===== src/rtl/noc_flit_receiver.sv =====
// noc_flit_receiver: terminal consumer for one NoC router output port.
// Buffers accepted flits in a first-word-fall-through FIFO, reports
// full/almost_full back to the router, and checks each flit's destination
// and per-source sequence number. Errors are held in sticky flags.
// Optional build macro NOC_RX_STATS_EN adds per-source accepted-flit
// counters on the src_count output.
module noc_flit_receiver #(
    parameter int         DEPTH      = 8,
    parameter logic [3:0] LOCAL_ADDR = 4'h0
) (
    input  logic        clk,
    input  logic        reset,
    input  logic        write,
    input  logic [15:0] dataIn,
    output logic        full,
    output logic        almost_full,
    input  logic        pop,
    output logic        out_valid,
    output logic [15:0] out_data,
    output logic [15:0] rx_count,
    output logic        seq_err,
    output logic        dest_err,
    output logic        ovf_err,
    input  logic        clear_err
`ifdef NOC_RX_STATS_EN
    ,
    output logic [31:0] src_count
`endif
);

    localparam int             AW        = $clog2(DEPTH);
    localparam logic [AW:0]    OCC_FULL  = (AW+1)'(DEPTH);
    localparam logic [AW:0]    OCC_AFULL = (AW+1)'(DEPTH - 1);

    typedef enum logic {UNSEEN, TRACKING} trk_t;

    logic [15:0]   mem_q [DEPTH];
    logic [AW-1:0] wptr_q, wptr_d, rptr_q, rptr_d;
    logic [AW:0]   occ_q, occ_d, occ_rem;
    logic [15:0]   head_q, head_d;
    logic [15:0]   rxc_q;
    logic          seq_err_q, dest_err_q, ovf_err_q;
    trk_t          st_q [4];
    trk_t          st_d [4];
    logic [8:0]    exp_q [4];
    logic [8:0]    exp_d [4];

    logic          push_ok, pop_ok, ovf_hit, dest_hit, seq_hit;
    logic [1:0]    src;
    logic [8:0]    seq;

    assign src = dataIn[6:5];
    assign seq = dataIn[15:7];

    // Flow-control flags come only from the occupancy register.
    assign full        = (occ_q == OCC_FULL);
    assign almost_full = (occ_q >= OCC_AFULL);
    assign out_valid   = (occ_q != '0);

    assign push_ok  = write & dataIn[0] & ~full;
    assign ovf_hit  = write & dataIn[0] & full;
    assign pop_ok   = pop & out_valid;
    assign dest_hit = push_ok & (dataIn[4:1] != LOCAL_ADDR);

    // FIFO pointer/occupancy next state and the registered head flit.
    always_comb begin
        wptr_d  = wptr_q + AW'(push_ok);
        rptr_d  = rptr_q + AW'(pop_ok);
        occ_d   = occ_q + (AW+1)'(push_ok) - (AW+1)'(pop_ok);
        occ_rem = occ_q - (AW+1)'(pop_ok);
        head_d  = head_q;
        if (occ_rem != '0)
            head_d = mem_q[rptr_d];
        else if (push_ok)
            head_d = dataIn;
    end

    // Flit storage carries no reset; only entries below occupancy are read.
    always_ff @(posedge clk) begin
        if (push_ok)
            mem_q[wptr_q] <= dataIn;
    end

    // FIFO control, counter and sticky flag registers.
    always_ff @(posedge clk or posedge reset) begin
        if (reset) begin
            wptr_q     <= '0;
            rptr_q     <= '0;
            occ_q      <= '0;
            head_q     <= '0;
            rxc_q      <= '0;
            seq_err_q  <= 1'b0;
            dest_err_q <= 1'b0;
            ovf_err_q  <= 1'b0;
        end else begin
            wptr_q     <= wptr_d;
            rptr_q     <= rptr_d;
            occ_q      <= occ_d;
            head_q     <= head_d;
            rxc_q      <= rxc_q + 16'(push_ok);
            seq_err_q  <= (seq_err_q  & ~clear_err) | seq_hit;
            dest_err_q <= (dest_err_q & ~clear_err) | dest_hit;
            ovf_err_q  <= (ovf_err_q  & ~clear_err) | ovf_hit;
        end
    end

    // Sequence tracker state register, one per source id.
    always_ff @(posedge clk or posedge reset) begin
        if (reset) begin
            for (int k = 0; k < 4; k++) begin
                st_q[k]  <= UNSEEN;
                exp_q[k] <= '0;
            end
        end else begin
            for (int k = 0; k < 4; k++) begin
                st_q[k]  <= st_d[k];
                exp_q[k] <= exp_d[k];
            end
        end
    end

    // Sequence tracker next state: any accepted flit resyncs its source.
    always_comb begin
        for (int k = 0; k < 4; k++) begin
            st_d[k]  = st_q[k];
            exp_d[k] = exp_q[k];
        end
        if (push_ok) begin
            st_d[src]  = TRACKING;
            exp_d[src] = seq + 9'd1;
        end
    end

    // Sequence tracker output: mismatch only while already tracking.
    always_comb begin
        seq_hit = 1'b0;
        if (push_ok && (st_q[src] == TRACKING) && (seq != exp_q[src]))
            seq_hit = 1'b1;
    end

`ifdef NOC_RX_STATS_EN
    logic [7:0] scnt_q [4];

    // Per-source accepted counters; clear wins over the old value, not the new flit.
    always_ff @(posedge clk or posedge reset) begin
        if (reset) begin
            for (int k = 0; k < 4; k++)
                scnt_q[k] <= '0;
        end else begin
            for (int k = 0; k < 4; k++) begin
                if (clear_err)
                    scnt_q[k] <= {7'd0, push_ok && (src == 2'(k))};
                else
                    scnt_q[k] <= scnt_q[k] + 8'(push_ok && (src == 2'(k)));
            end
        end
    end

    assign src_count = {scnt_q[3], scnt_q[2], scnt_q[1], scnt_q[0]};
`endif

    assign out_data = head_q;
    assign rx_count = rxc_q;
    assign seq_err  = seq_err_q;
    assign dest_err = dest_err_q;
    assign ovf_err  = ovf_err_q;

endmodule


===== config.mk =====
export PLATFORM = sky130hd
export DESIGN_NAME = noc_flit_receiver
export DESIGN_NICKNAME = d
export VERILOG_FILES = /design/src/rtl/noc_flit_receiver.sv
export SDC_FILE = /design/constraint.sdc
export NUM_CORES = 1
export LEC_CHECK = 0
export ABC_CLOCK_PERIOD_IN_PS = 3150
export CORE_MARGIN = 3
export CORE_UTILIZATION = 40
export DETAILED_ROUTE_END_ITERATION = 6
export PLACE_DENSITY_LB_ADDON = 0.2
export SLEW_MARGIN = 20
export SYNTH_ARGS = -nofsm -noshare
export SYNTH_HDL_FRONTEND = slang
export SYNTH_SLANG_ARGS = --single-unit

===== constraint.sdc =====
create_clock -name clk -period 3.15 [get_ports clk]
set_input_delay 0.63 -clock clk [delete_from_list [all_inputs] [get_ports clk]]
set_output_delay 0.63 -clock clk [all_outputs]
set_load 0.005 [all_outputs]

==> run_results.csv <==
group,metric,value,unit
floorplanning,die-area,24000,um2
setup_path,crit_arrival,2.25,ns
drt,dr.pass1.iters,4,
power_and_ir_drop,peakVddDrop,0.448,mV
global_route,grt_max_degree,60,
floorplanning,fp.dieW,155,um
setup_path,path_class,"flop to output pin",
layout,antennaDiodeCount,0,
run_status,status,"finished, final reports clean",
setup_path,cp_max_fo,5,
drt,via_per_inst,5.21,
clock_tree,clock-sinks,213,
sta,relSlewSlack,57.9,%
global_route,grt_pass1_vias,5437,
sta,setup_viol,0,
floorplanning,start_util,41.5,%
clock_tree,cts_root_buf,"clkbuf_16",
yosys,synth_fp_nets,573,
yosys,synth.distinct_cells,36,
placed_design,port_buffers,58,
yosys,syn_inst,534,
placed_design,preCtsSetupSlack,0.322,ns
sta,maxSlewViolCount,0,
clock_tree,clk_pin_slew_worst_paths,0.06,ns
clock_tree,cts_made_buffers,23,
drt,drt_iter0_drc,290,
clock_tree,post_cts_resized,0,
floorplanning,rows,53,
floorplanning,die_h,155,um
sta,worstMarginPinSlew,0.631,ns
clock_tree,postCtsSetupBuffers,0,
clock_tree,hold_buffers,0,
clock_tree,cts_tree,"yes",
drt,ant_nets,0,
setup_path,path_buf_inv,3,
sta,fin_crit,2.88,ns
drt,vias,4808,
yosys,synth_area_leaders,"edfxtp_1 (43%), dfrtp_1 (24%), mux4_2 (9.6%)",
yosys,yosys_warnings,0,
yosys,synth.most_common_cell,"edfxtp_1",
layout,drive_gt1_share,19.9,%
drt,routed_wl,19.4,mm
yosys,avgSynthCellArea,16.6,um2
floorplanning,io_pins,59,
yosys,synthTopCellsByCount,"edfxtp_1 (128), dfrtp_1 (85), mux2i_1 (47), mux4_2 (38), nor2_1 (38)",
sta,rsz0062_at_grt,"false",
yosys,synthFlopType,"edfxtp_1",
global_route,track_usage,16.6,%
global_route,antenna_found_initial,0,
setup_path,critical-path-max-stage-delay,0.49,ns
layout,num-nets-final,670,
layout,final_area,10900,um2
drt,drc,0,
yosys,yosys.area.top_type,"edfxtp_1",
sta,final-hold-violation-count,0,
yosys,yosysSeqAreaShare,67.2,%
drt,wl_per_cell,21.0,um
placed_design,place_congestion,0.788,
sta,fmax,348,MHz
global_route,grt.overflow.total,0,
placed_design,place_hpwl,12.1,mm
layout,syn2layout_area_growth,22.4,%
yosys,synth_edf_count,128,
yosys,syn_area,8880,um2
sta,clock_skew,0.00909,ns
setup_path,crit_path_end_kind,"output pin",
power_and_ir_drop,power.density,898,nW/um2
setup_path,crit_top_cell,"inv_1",
global_route,grt_pass1_wl,31.0,mm
yosys,yosys.area.top_type_share,43.3,%
clock_tree,cts.path.max_buffers,3,
setup_path,worstPathCellList,"inv_1 > ha_1 > or3b_1 > inv_1 > clkdlybuf4s50_1",
setup_path,cpMaxStageDelayCell,"clkdlybuf4s50_1",
worst_hold_path,hold_path_class,"flop to flop",
placed_design,dpl_cell_area,10000,um2
sta,setup-tns-final,0,ns
floorplanning,core_area,21400,um2
yosys,ys_ff_latch,213,
setup_path,path_delay_family,"buffers and inverters",
yosys,async_flop_share,39.9,%
sta,final.period_utilization,91.3,%
power_and_ir_drop,p_leak,0.00412,uW
sta,fin_ws,0.273,ns
setup_path,required,2.52,ns
clock_tree,h-tree-depth,1,
clock_tree,insertion_delay,0.51,ns
layout,finalNonFillerCells,923,
setup_path,start_kind,"flop",
job,maxCapViolations,0,
placed_design,placed_cells,881,
==> routing by layer <==
| layer | global-route usage (%) | vias to the layer above | share of wire, % |
|---|---|---|---|
| met4 | 3.83 | 0 | 2.1 |
| li1 | - | 2204 | - |
| met1 | 22.2 | 2471 | 42 |
| met3 | 2.61 | 27 | 5.2 |
| met2 | 28.7 | 106 | 51 |
| met5 | 0 | - | 0 |
==> cell usage in the layout, fill, tap and decap left out, types with 21 or more instances in the layout <==
cell type        instances
edfxtp_1               128
mux2i_1                 47
clkdlybuf4s50_1         58
nand2_1                 21
nor2_1                  38
clkbuf_16               23
dfrtp_1                 85
mux4_2                  38
buf_4                   31
a21oi_1                 25
==> stage by stage <==
step / total power, uW / hold slack, ns / util, %
3_5_place_dp: 6930 / 0.452 / 46.8
6_report: 9760 / 0.468 / 50.7
4_1_cts: 9930 / 0.472 / 50.7
2_1_floorplan: 5800 / 0.429 / -
3_3_place_gp: 6820 / 0.451 / 46.8
5_1_grt: 10300 / 0.478 / 50.7
==> worst reg2reg max path, cell delays in order, from the launching register on <==
cell,delay (ns)
dfrtp_1,0.42
inv_1,0.17
ha_1,0.17
or3b_1,0.40
nand3_2,0.16
buf_4,0.25
ha_1,0.27
inv_1,0.05
ha_1,0.15
inv_1,0.06
fa_1,0.37
xor2_1,0.17
==> kinds of logic (layout without fill, tap and decap cells) <==
group | count (synthesis) | count (layout) | share of synthesized area [%]
compound gates | 37 | 37 | 2.16
xor+xnor | 36 | 36 | 3.63
fa+ha+maj | 18 | 18 | 2.62
buf+inv | 36 | 150 | 2.11
flops | 213 | 213 | 67.2
mux | 93 | 93 | 16.6
simple gates | 101 | 101 | 5.65
==> path summary, 6_finish.rpt <==
| kind | slack [ns] | end | startpoint | cells after the start |
|---|---|---|---|---|
| worst max-delay path | 0.27 | full | occ_q[2]$_DFF_PP0_ | 5 |
| worst min-delay path | 0.47 | st_q[3]$_DFFE_PP0P_ | st_q[3]$_DFFE_PP0P_ | 1 |
| worst max register to register | 0.39 | occ_q[2]$_DFF_PP0_ | occ_q[2]$_DFF_PP0_ | 11 |
| worst min register to register | 0.47 | st_q[3]$_DFFE_PP0P_ | st_q[3]$_DFFE_PP0P_ | 1 |
| max in group asynchronous | 1.91 | rx_count[9]$_DFF_PP0_ | reset | 3 |
| min in group asynchronous | 0.50 | rx_count[7]$_DFF_PP0_ | reset | 2 |
==> area by class of cell <==
class | count | area, um2
clock buffer | 25 | 593
tap | 275 | 344
sequential | 213 | 5970
fill | 1765 | 10600
multi-input combinational | 285 | 2760
clock inverter | 17 | 248
timing repair buffer | 93 | 893
inverter | 15 | 57.6
==> where the power goes <==
part	internal [uW]	switching, uW	leakage, uW
clock	1860	1100	0.000414
combinational	1610	1370	0.00154
sequential	3490	325	0.00216
total	6970	2790	0.00412
==> state kept, by name, indices dropped and copies added (netlist names) <==
register	cells
mem_q	128
occ_q	4
ovf_err	1
exp_q	36
wptr_q	3
rx_count	16
rptr_q	3
dest_err	1
st_q	4
seq_err	1
out_data	16
Power figures use the tool's default switching activity.
